<file path="src/rtl/reg_dump.sv">
// Register-file dump sequencer: walks Raddr over all 2**D registers and streams
// {data, index} beats through a 2-entry buffer. Define REG_DUMP_CHECKSUM_EN to append an XOR checksum beat.
module reg_dump #(
  parameter int unsigned W = 8,
  parameter int unsigned D = 3
) (
  input  logic         Clk,
  input  logic         ResetN,
  input  logic         Start,
  output logic         Busy,
  output logic         Done,
  output logic [D-1:0] Raddr,
  input  logic [W-1:0] RdData,
  output logic         OutValid,
  input  logic         OutReady,
  output logic [W-1:0] OutData,
  output logic [D-1:0] OutAddr,
  output logic         OutLast
);

  typedef struct packed {
    logic [W-1:0] data;
    logic [D-1:0] addr;
    logic         last;
  } beat_t;

  typedef enum logic [1:0] {
    S_IDLE,
    S_READ,
    S_CSUM,
    S_DRAIN
  } state_t;

  localparam logic [D-1:0] LAST_ADDR = {D{1'b1}};

  state_t       state_q, state_d;
  logic [D-1:0] raddr_q, raddr_d;
  logic         busy_q, busy_d;
  logic         done_q, done_d;
  beat_t        head_q, head_d;
  beat_t        tail_q, tail_d;
  logic         head_vld_q, head_vld_d;
  logic         tail_vld_q, tail_vld_d;
`ifdef REG_DUMP_CHECKSUM_EN
  logic [W-1:0] acc_q, acc_d;
`endif

  logic  push;
  logic  pop;
  beat_t beat_in;

  // Sequencer and buffer next-state
  always_comb begin
    state_d    = state_q;
    raddr_d    = raddr_q;
    busy_d     = busy_q;
    done_d     = 1'b0;
    head_d     = head_q;
    tail_d     = tail_q;
    head_vld_d = head_vld_q;
    tail_vld_d = tail_vld_q;
`ifdef REG_DUMP_CHECKSUM_EN
    acc_d      = acc_q;
`endif
    push       = 1'b0;
    beat_in    = '0;
    pop        = head_vld_q && OutReady;

    case (state_q)
      S_IDLE: begin
        raddr_d = '0;
        // A Start landing in the Done cycle is treated as arriving while busy
        if (Start && !done_q) begin
          state_d = S_READ;
          busy_d  = 1'b1;
`ifdef REG_DUMP_CHECKSUM_EN
          acc_d   = '0;
`endif
        end
      end
      S_READ: begin
        if (!tail_vld_q || pop) begin
          push         = 1'b1;
          beat_in.data = RdData;
          beat_in.addr = raddr_q;
          raddr_d      = raddr_q + D'(1);
`ifdef REG_DUMP_CHECKSUM_EN
          beat_in.last = 1'b0;
          acc_d        = acc_q ^ RdData;
          if (raddr_q == LAST_ADDR) state_d = S_CSUM;
`else
          beat_in.last = (raddr_q == LAST_ADDR);
          if (raddr_q == LAST_ADDR) state_d = S_DRAIN;
`endif
        end
      end
`ifdef REG_DUMP_CHECKSUM_EN
      S_CSUM: begin
        if (!tail_vld_q || pop) begin
          push         = 1'b1;
          beat_in.data = acc_q;
          beat_in.addr = '0;
          beat_in.last = 1'b1;
          state_d      = S_DRAIN;
        end
      end
`endif
      S_DRAIN: begin
        if (pop && !tail_vld_q) begin
          done_d  = 1'b1;
          busy_d  = 1'b0;
          state_d = S_IDLE;
        end
      end
      default: state_d = S_IDLE;
    endcase

    // Two-slot FIFO: head feeds the outputs, tail absorbs the push while head is stalled
    case ({push, pop})
      2'b10: begin
        if (!head_vld_q) begin
          head_d     = beat_in;
          head_vld_d = 1'b1;
        end else begin
          tail_d     = beat_in;
          tail_vld_d = 1'b1;
        end
      end
      2'b01: begin
        if (tail_vld_q) head_d = tail_q;
        head_vld_d = tail_vld_q;
        tail_vld_d = 1'b0;
      end
      2'b11: begin
        if (tail_vld_q) begin
          head_d = tail_q;
          tail_d = beat_in;
        end else begin
          head_d = beat_in;
        end
      end
      default: ;
    endcase
  end

  always_ff @(posedge Clk or negedge ResetN) begin
    if (!ResetN) begin
      state_q    <= S_IDLE;
      raddr_q    <= '0;
      busy_q     <= 1'b0;
      done_q     <= 1'b0;
      head_q     <= '0;
      tail_q     <= '0;
      head_vld_q <= 1'b0;
      tail_vld_q <= 1'b0;
`ifdef REG_DUMP_CHECKSUM_EN
      acc_q      <= '0;
`endif
    end else begin
      state_q    <= state_d;
      raddr_q    <= raddr_d;
      busy_q     <= busy_d;
      done_q     <= done_d;
      head_q     <= head_d;
      tail_q     <= tail_d;
      head_vld_q <= head_vld_d;
      tail_vld_q <= tail_vld_d;
`ifdef REG_DUMP_CHECKSUM_EN
      acc_q      <= acc_d;
`endif
    end
  end

  assign Busy     = busy_q;
  assign Done     = done_q;
  assign Raddr    = raddr_q;
  assign OutValid = head_vld_q;
  assign OutData  = head_q.data;
  assign OutAddr  = head_q.addr;
  assign OutLast  = head_q.last;

endmodule
</file>
<file path="config.mk">
export PLATFORM = sky130hd
export DESIGN_NAME = reg_dump
export DESIGN_NICKNAME = d
export VERILOG_FILES = /design/src/rtl/reg_dump.sv
export SDC_FILE = /design/constraint.sdc
export NUM_CORES = 1
export LEC_CHECK = 0
export CAP_MARGIN = 5
export CORE_ASPECT_RATIO = 0.7
export CORE_MARGIN = 4
export CORE_UTILIZATION = 34
export CTS_CLUSTER_DIAMETER = 150
export DETAILED_ROUTE_END_ITERATION = 8
export GPL_ROUTABILITY_DRIVEN = 0
export GPL_TIMING_DRIVEN = 0
export PLACE_DENSITY = 0.61
export SLEW_MARGIN = 0
export SYNTH_ARGS = -nofsm -noshare
export SYNTH_HDL_FRONTEND = slang
export SYNTH_SLANG_ARGS = --single-unit
</file>
<file path="constraint.sdc">
create_clock -name Clk -period 1.83 [get_ports Clk]
set_clock_uncertainty 0.05 [all_clocks]
set_input_delay 0.4575 -clock Clk [delete_from_list [all_inputs] [get_ports Clk]]
set_output_delay 0.4575 -clock Clk [all_outputs]
set_load 0.1 [all_outputs]
</file>
# == Word-level counts from Yosys, hierarchy flattened ==
# Cells that the tools add are included.
# totals
register_bits,33
latchBits,0
ramBits,0
mem_bits_ro,0
input_bits,12
output_inout_bits,18
elab_cells,71
mem_count,0
# classes
n_addsub,1
n_mul,0
n_div,0
n_lt_le_gt_ge,0
n_eq_ne,14
shifts,0
n_mux,26
bitwise,0
reduce_logical,18
# ops
operator,count
12-bit 2-to-1 mux,7
12-bit case mux with 3 select lines,1
12-bit case mux with 2 select lines,1
"2-bit != test, second input constant",8
3-bit AND reduction,3
2-bit 2-to-1 mux,4
2-bit nonzero test,4
1-bit 2-to-1 mux,7
"2-bit == test, second input constant",3
1-bit case mux with 2 select lines,3
2-bit case mux with 3 select lines,1
3-bit case mux with 2 select lines,1
"2-bit by 1-bit == test with 1-bit output, second input constant",2
2-bit AND reduction,2
4-bit AND reduction,1
"3-bit by 1-bit adder with 3-bit output, second input constant",1
"3-bit == test, second input constant",1
1-bit logical AND,3
3-bit 2-to-1 mux,1
3-bit nonzero test,1
1-bit zero test,2
2-bit zero test,1
1-bit logical OR,1

# == Depth between registers and ports, before layout ==
# Gate-level depths: netlist of the first run.
# depth
ltp_word,7
depth_mapped,9
depth_no_buf,7

# == Worst setup path after synthesis of the first run ==
# No wires, ideal clock.
# synth_path
path_kind,flip-flop to flip-flop
start,register head_vld_q (netlist: OutValid)
end,register tail_q[2] in the netlist's numbering
setup_ns,0.123
arrival_ns,2.510
required_time_ns,1.657
slack_ns,-0.853
path_stages_with_launch,10
path_buffers,3
synth_period_minus_slack_ns,2.683
path_cell_list,dfrtp_1 buf_4 nand2_1 inv_1 buf_2 ha_1 mux2i_1 or2_4 buf_6 a22o_2
# synth_between
elab_chain_cells,7
elab_cells_between_ends,15
classes_between,eq/ne: 4; mux: 7; reduce/logical: 4
# synth_lines
element,line,text
"start, declared",42,"logic head_vld_q, head_vld_d;"
"start signal, assigned",166,head_vld_q <= head_vld_d;
1-bit logical AND,67,pop = head_vld_q && OutReady;
1-bit logical OR,82,if (!tail_vld_q || pop) begin
1-bit 2-to-1 mux,82,
1-bit 2-to-1 mux,69,case (state_q)
2-bit == test,119,"case ({push, pop})"
2-bit != test (no line) or 2-bit nonzero test (tied branches),n/a,
3-bit AND reduction (no line),n/a,
"end signal, assigned",165,tail_q <= tail_d;
"end, declared",41,"beat_t tail_q, tail_d;"
# Parallel ways exist; a longest one is shown, timed or not. The select of a mux whose other input is x is not followed.
# A chain may end at the register's enable or synchronous reset.

# == Final worst setup path of the first run ==
# layout_path
start,register head_vld_q (netlist: OutValid)
end,register tail_q[8] in the netlist's numbering
# The elaborated chain is that of the path after synthesis.

==> results of run 1 <==
==> critical path, stage by stage (launching register included) <==
cell      delay, ns
dfrtp_4        0.48
buf_8          0.14
a21boi_4       0.17
nor2_4         0.08
ha_4           0.18
mux2i_4        0.19
or2_4          0.28
buf_6          0.14
a22o_4         0.24
==> per-stage QoR <==
stage               area (um2)  cells  worst slack (ns)  setup TNS (ns)
global placement          2133    253           -0.7948          -35.69
CTS                       2661    275           -0.2069          -3.244
global route              2748    277           -0.3078          -5.973
floorplan                 1757    155           -0.3804          -6.751
detailed placement        2128    253           -0.8308          -22.37
finish                    2748    277           -0.2420          -4.662
==> synthesized netlist by cell type <==
library cell,count
a221o_1,2
mux2i_1,2
nor4_4,1
nor2_1,6
buf_6,6
nand3_1,24
a22o_2,8
dfrtp_1,33
nor3b_1,3
nand3b_1,1
a22o_1,4
inv_1,3
a21o_1,2
nand2b_1,1
a21bo_2,1
a21o_2,1
buf_2,2
and4b_2,1
buf_4,3
nand4b_1,1
ha_1,5
nor2b_1,1
clkbuf_1,3
o31ai_1,1
nor2b_2,1
or2_4,1
o21ai_0,2
a21boi_4,1
a211oi_1,12
a31oi_1,12
nor3b_4,1
nand2_1,5
a21oi_1,3
and3_2,2
==> timing repair <==
action	in CTS	in global routing
hold buffers	0	0
pin swaps	20	4
buffers inserted	12	1
cloned	2	1
setup endpoints to repair	44	26
gates resized for setup	107	23
==> worst paths after layout <==
check                                  end  slack [ns]  cells after the start
worst max-delay path             tail_q[8]       -0.24                      8
worst min-delay path                  Busy        0.19                      1
worst max register to register   tail_q[8]       -0.24                      8
worst min register to register  tail_q[11]        0.48                      1
max in group asynchronous         OutValid        0.96                      1
min in group Clk                tail_q[11]        0.48                      1
==> per-layer routing <==
metal / vias up / GRT usage
met5: - / 0
met4: 0 / 0.03291
met3: 7 / 0.03675
met2: 52 / 0.2520
met1: 759 / 0.2438
li1: 695 / -
==> layout make-up <==
cell class                      count  area, um2
Timing Repair Buffer               45      445.4
Sequential cell                    33      833.3
Clock inverter                      1      30.03
Fill cell                         392       2087
Multi-Input combinational cell    105       1097
Tap cell                           69      86.33
Buffer                             14      157.7
Inverter                            3      11.26
Clock buffer                        7      86.33
==> cells in the final DEF, fill, tap and decap left out, types with 3 or more instances in the layout <==
cell,n
dfrtp_1,29
clkdlybuf4s15_2,16
buf_6,15
buf_4,10
nand3_1,9
nand3_2,9
clkdlybuf4s50_1,9
a31oi_1,8
a22o_4,8
clkbuf_8,7
nand3_4,6
a211oi_2,6
a211oi_1,6
nor2_1,5
nand2_1,4
a31oi_4,4
a22o_1,4
dfrtp_2,3
buf_8,3
a21oi_1,3
nor3b_1,3
buf_2,3
==> cell families after synthesis <==
family,count (synthesis)
and+or+nand+nor,49
muxes,2
AOI/OAI and AO/OA,49
adders and majority gates,5
buffers and inverters,17
DFF,33
==> state kept, by name (all words and copies together) (netlist names) <==
| signal | flops |
|---|---|
| state_q | 2 |
| tail_q | 12 |
| Raddr | 3 |
| OutData | 8 |
| Done | 1 |
| tail_vld_q | 1 |
| OutLast | 1 |
| OutValid | 1 |
| Busy | 1 |
| OutAddr | 3 |
==> impl_metrics.ini, run 1 <==
[worst_setup_path]
cp-end-kind = register
cp.arrival_ns = 2.19
worst-setup-path-type = reg -> reg
startpoint = OutValid
crit_path_max_fanout = 5
cp_data_required_time_ns = 1.95
r2r-start = OutValid
cp-start-kind = register

[floorplanning]
fp-row-count = 21
die_area_um2 = 6256
start_util = 0.3543
ioPinCount = 30
die_h_um = 67.39
fp.dieW_um = 92.84
coreArea_um2 = 4835

[finish]
nets = 224
area_delta_synth_final_pct = 60.41
layout-drive-gt1-share = 0.5385
antenna_cells = 0
fin_util = 0.5683

[sta]
holdWs_ns = 0.1946
drv_slew = 0
rsz0062_at_grt = true
hold_violations = 0
fin_ws_ns = -0.2420
fmax_mhz = 482.6
maxSlewHeadroom = 0.4876
fin_crit_ns = 2.072
setup_viol = 24
worst_pin_slew_ns = 0.7686
finalCritPeriodShare = 1.132

[global_routing]
grt_usage = 0.1659
grt_pass1_vias = 1472
antenna_found_initial = 0
gr-total-overflow = 0
grt_max_degree = 34
grt_pass1_wl_um = 8121

[synthesis]
synthSimpleGateAreaFrac = 0.1731
seq_area_frac_synth = 0.4821
ys_warn_count = 0
ys_ff_latch = 33
ys_types = 34
synth_fa_ha_area_frac = 0.03652
synthCells = 155
synth_area_per_cell_um2 = 11.05
synth_area_leader_cell = dfrtp_1
syn_nets = 172
synth_top_family_by_area = compound AO/OA/AOI/OAI gates
synth_compound_area_frac = 0.2250
synth_area_um2 = 1713
synthMuxAreaShare = 0.01169
synthXorXnorAreaFrac = 0
synth_top_area_frac = 0.4821
yosys-top-cells-area = dfrtp_1 48%, nand3_1 7.0%, a211oi_1 5.3%

[routing]
wl_um = 5105
top_layer = met4
via_per_inst = 5.462
met1_length_um = 2346
drt_first_pass_iters = 4
wl_met2_um = 2418
met3_length_um = 289
wl_per_cell_um = 18.43
drt_iter0_markers = 90
ant_nets = 0
drc = 0
routed-via-count = 1513

[clock_network]
cts_buffers = 5
cts_root_buf = clkbuf_8
clkSinkCount = 33
cts_tree = done
clk_latency_ns = 0.28
cts-htree-levels = 2
cts_buffer_depth = 2
clkTransAtPathRegs_ns = 0.07

[placement]
dp_hpwl_um = 3075
io_buffers = 29

[outcome]
status = complete, but fails checks
violations = negative setup slack

[worst_hold_path]
hold_path_class = in -> async

[flow_run]
maxCapViolCount = 0
Power of run 1 is not shown: default switching activity piles up to over one toggle a cycle in this logic, so the estimate is an artifact.
==> inputs of run 2 (changes only) <==
--- a/config.mk
+++ b/config.mk
@@ -7,7 +7,7 @@
 export LEC_CHECK = 0
 export CAP_MARGIN = 5
 export CORE_ASPECT_RATIO = 0.7
-export CORE_MARGIN = 4
+export CORE_MARGIN = 2
 export CORE_UTILIZATION = 34
 export CTS_CLUSTER_DIAMETER = 150
 export DETAILED_ROUTE_END_ITERATION = 8
==> impl_metrics.ini, run 2 (synthesis gave the netlist of run 1 again) <==
[outcome]
status = complete, but fails checks
violations = negative setup slack

[floorplanning]
die_area_um2 = 5631
start_util = 0.3562
fp.dieW_um = 88.84
coreArea_um2 = 4808
ioPinCount = 30
fp-row-count = 21
die_h_um = 63.39

[clock_network]
cts_tree = done
clkTransAtPathRegs_ns = 0.08
cts-htree-levels = 2
cts_buffers = 5
cts_buffer_depth = 2
clkSinkCount = 33
cts_root_buf = clkbuf_8
ctsHoldBuffers = 0
clk_latency_ns = 0.29

[routing]
drc = 0
routed-via-count = 1503
wl_per_cell_um = 18.83
drt_iter0_markers = 62
wl_um = 5216
via_per_inst = 5.426
ant_nets = 0
drt_first_pass_iters = 4

[worst_setup_path]
slowest_delay_ns = 0.52
worst-setup-path-type = reg -> reg
cp_slowest_cell = dfrtp_4
cp-start-kind = register
cp_cell_sequence = a21boi_4, nor2_4, ha_4, mux2i_4, or2_4, buf_6, a22o_4
crit_path_max_fanout = 5
worst-path-buf-inv = 1
cp-end-kind = register
cp_data_required_time_ns = 1.95
cp.arrival_ns = 2.13
path_delay_family = flip-flops

[placement]
io_buffers = 29
dp_hpwl_um = 2982

[sta]
fmax_mhz = 497.5
finalCritPeriodShare = 1.098
rsz0062_at_grt = true
fin_crit_ns = 2.010
setup_viol = 23
maxSlewHeadroom = 0.5056
hold_violations = 0
worst_pin_slew_ns = 0.7416
fin_ws_ns = -0.1802
drv_slew = 0

[global_routing]
grt_pass1_wl_um = 7879
grt_max_degree = 34
grt_pass1_vias = 1524
gr-total-overflow = 0
antenna_found_initial = 0
grt_usage = 0.1879

[finish]
antenna_cells = 0
area_delta_synth_final_pct = 61.87
final_cell_mix = 29 x dfrtp_1, 17 x buf_6, 15 x clkdlybuf4s15_2
largest_register = tail_q
largest_reg_flops = 12
fin_util = 0.5766
nets = 224
layout-drive-gt1-share = 0.5721
mostFrequentLayoutCell = dfrtp_1
n_fill_cell = 392

[worst_hold_path]
hold_path_class = in -> async

[flow_run]
maxCapViolCount = 0
==> run 2: cell count changes in the layout (fill, tap and decap cells not counted), sizes merged <==
| cell | change |
|---|---|
| clkinv | +2 |
| buf | +1 |
| bufinv | -1 |
| clkdlybuf4s15 | -1 |
| clkdlybuf4s18 | -1 |
==> run 2: repair_timing <==
item / CTS / global route
cloned: 2 / 2
pin swaps: 26 / 6
setup endpoints to repair: 44 / 27
hold endpoints to repair: 0 / 0
gates resized for setup: 105 / 39
setup buffers: 9 / 5
==> run 2: routing by layer <==
metal	up-vias	wire, um	GRT usage
met1	769	2295	0.2550
met4	0	112	0.06250
li1	697	-	-
met2	28	2605	0.2864
met5	-	0	0
met3	9	202	0.05505
==> run 2: area by class of cell <==
cell class / count / area (um2) / share of cell area
plain buffers: 13 / 142.6 / 0.05144
clock buffers: 6 / 72.57 / 0.02617
well taps: 69 / 86.33 / 0.03114
clock inverters: 2 / 10.01 / 0.003610
inverters: 3 / 13.76 / 0.004964
repair buffers: 46 / 449.2 / 0.1620
flip-flops and latches: 33 / 833.3 / 0.3005
multi-input cells: 105 / 1165 / 0.4201
==> run 2: worst paths after layout <==
check | end | cells past startpoint | start | slack (ns)
worst max-delay path | tail_q[9] | 7 | OutValid | -0.18
max in group asynchronous | OutValid | 1 | ResetN | 1.01
worst min-delay path | OutData[5] | 1 | ResetN | 0.18
worst max register to register | tail_q[9] | 7 | OutValid | -0.18
min in group Clk | tail_q[1] | 1 | tail_q[1] | 0.47
worst min register to register | tail_q[1] | 1 | tail_q[1] | 0.47
==> run 2: worst reg2reg max path: cells and delay by family, from the launching register on <==
| kind | cells | cell delay (ns) |
|---|---|---|
| DFF | 1 | 0.52 |
| AOI/OAI and AO/OA | 2 | 0.44 |
| and+or+nand+nor | 2 | 0.36 |
| muxes | 1 | 0.19 |
| adders and majority gates | 1 | 0.18 |
| buffers and inverters | 1 | 0.14 |
==> run 2: through the flow <==
step | area [um2] | cells | setup TNS, ns | setup slack [ns] | hold slack, ns
2_1_floorplan | 1757 | 155 | -6.751 | -0.3804 | 0.1119
3_3_place_gp | 2133 | 253 | -35.83 | -0.7944 | 0.4467
3_5_place_dp | 2128 | 253 | -22.18 | -0.8252 | 0.4489
4_1_cts | 2603 | 272 | -4.110 | -0.2308 | 0.2120
5_1_grt | 2773 | 277 | -4.663 | -0.2658 | 0.2215
6_report | 2773 | 277 | -3.171 | -0.1802 | 0.1775
Power of run 2 is left out for the same reason.
==> inputs of run 3 (changes only) <==
--- a/config.mk
+++ b/config.mk
@@ -5,6 +5,7 @@
 export SDC_FILE = /design/constraint.sdc
 export NUM_CORES = 1
 export LEC_CHECK = 0
+export ABC_CLOCK_PERIOD_IN_PS = 1830
 export CAP_MARGIN = 5
 export CORE_ASPECT_RATIO = 0.7
 export CORE_MARGIN = 2
==> results of run 3 <==
No change in the layout: final DEF, timing and power equal those of run 2.
Power of run 3 is left out for the same reason.
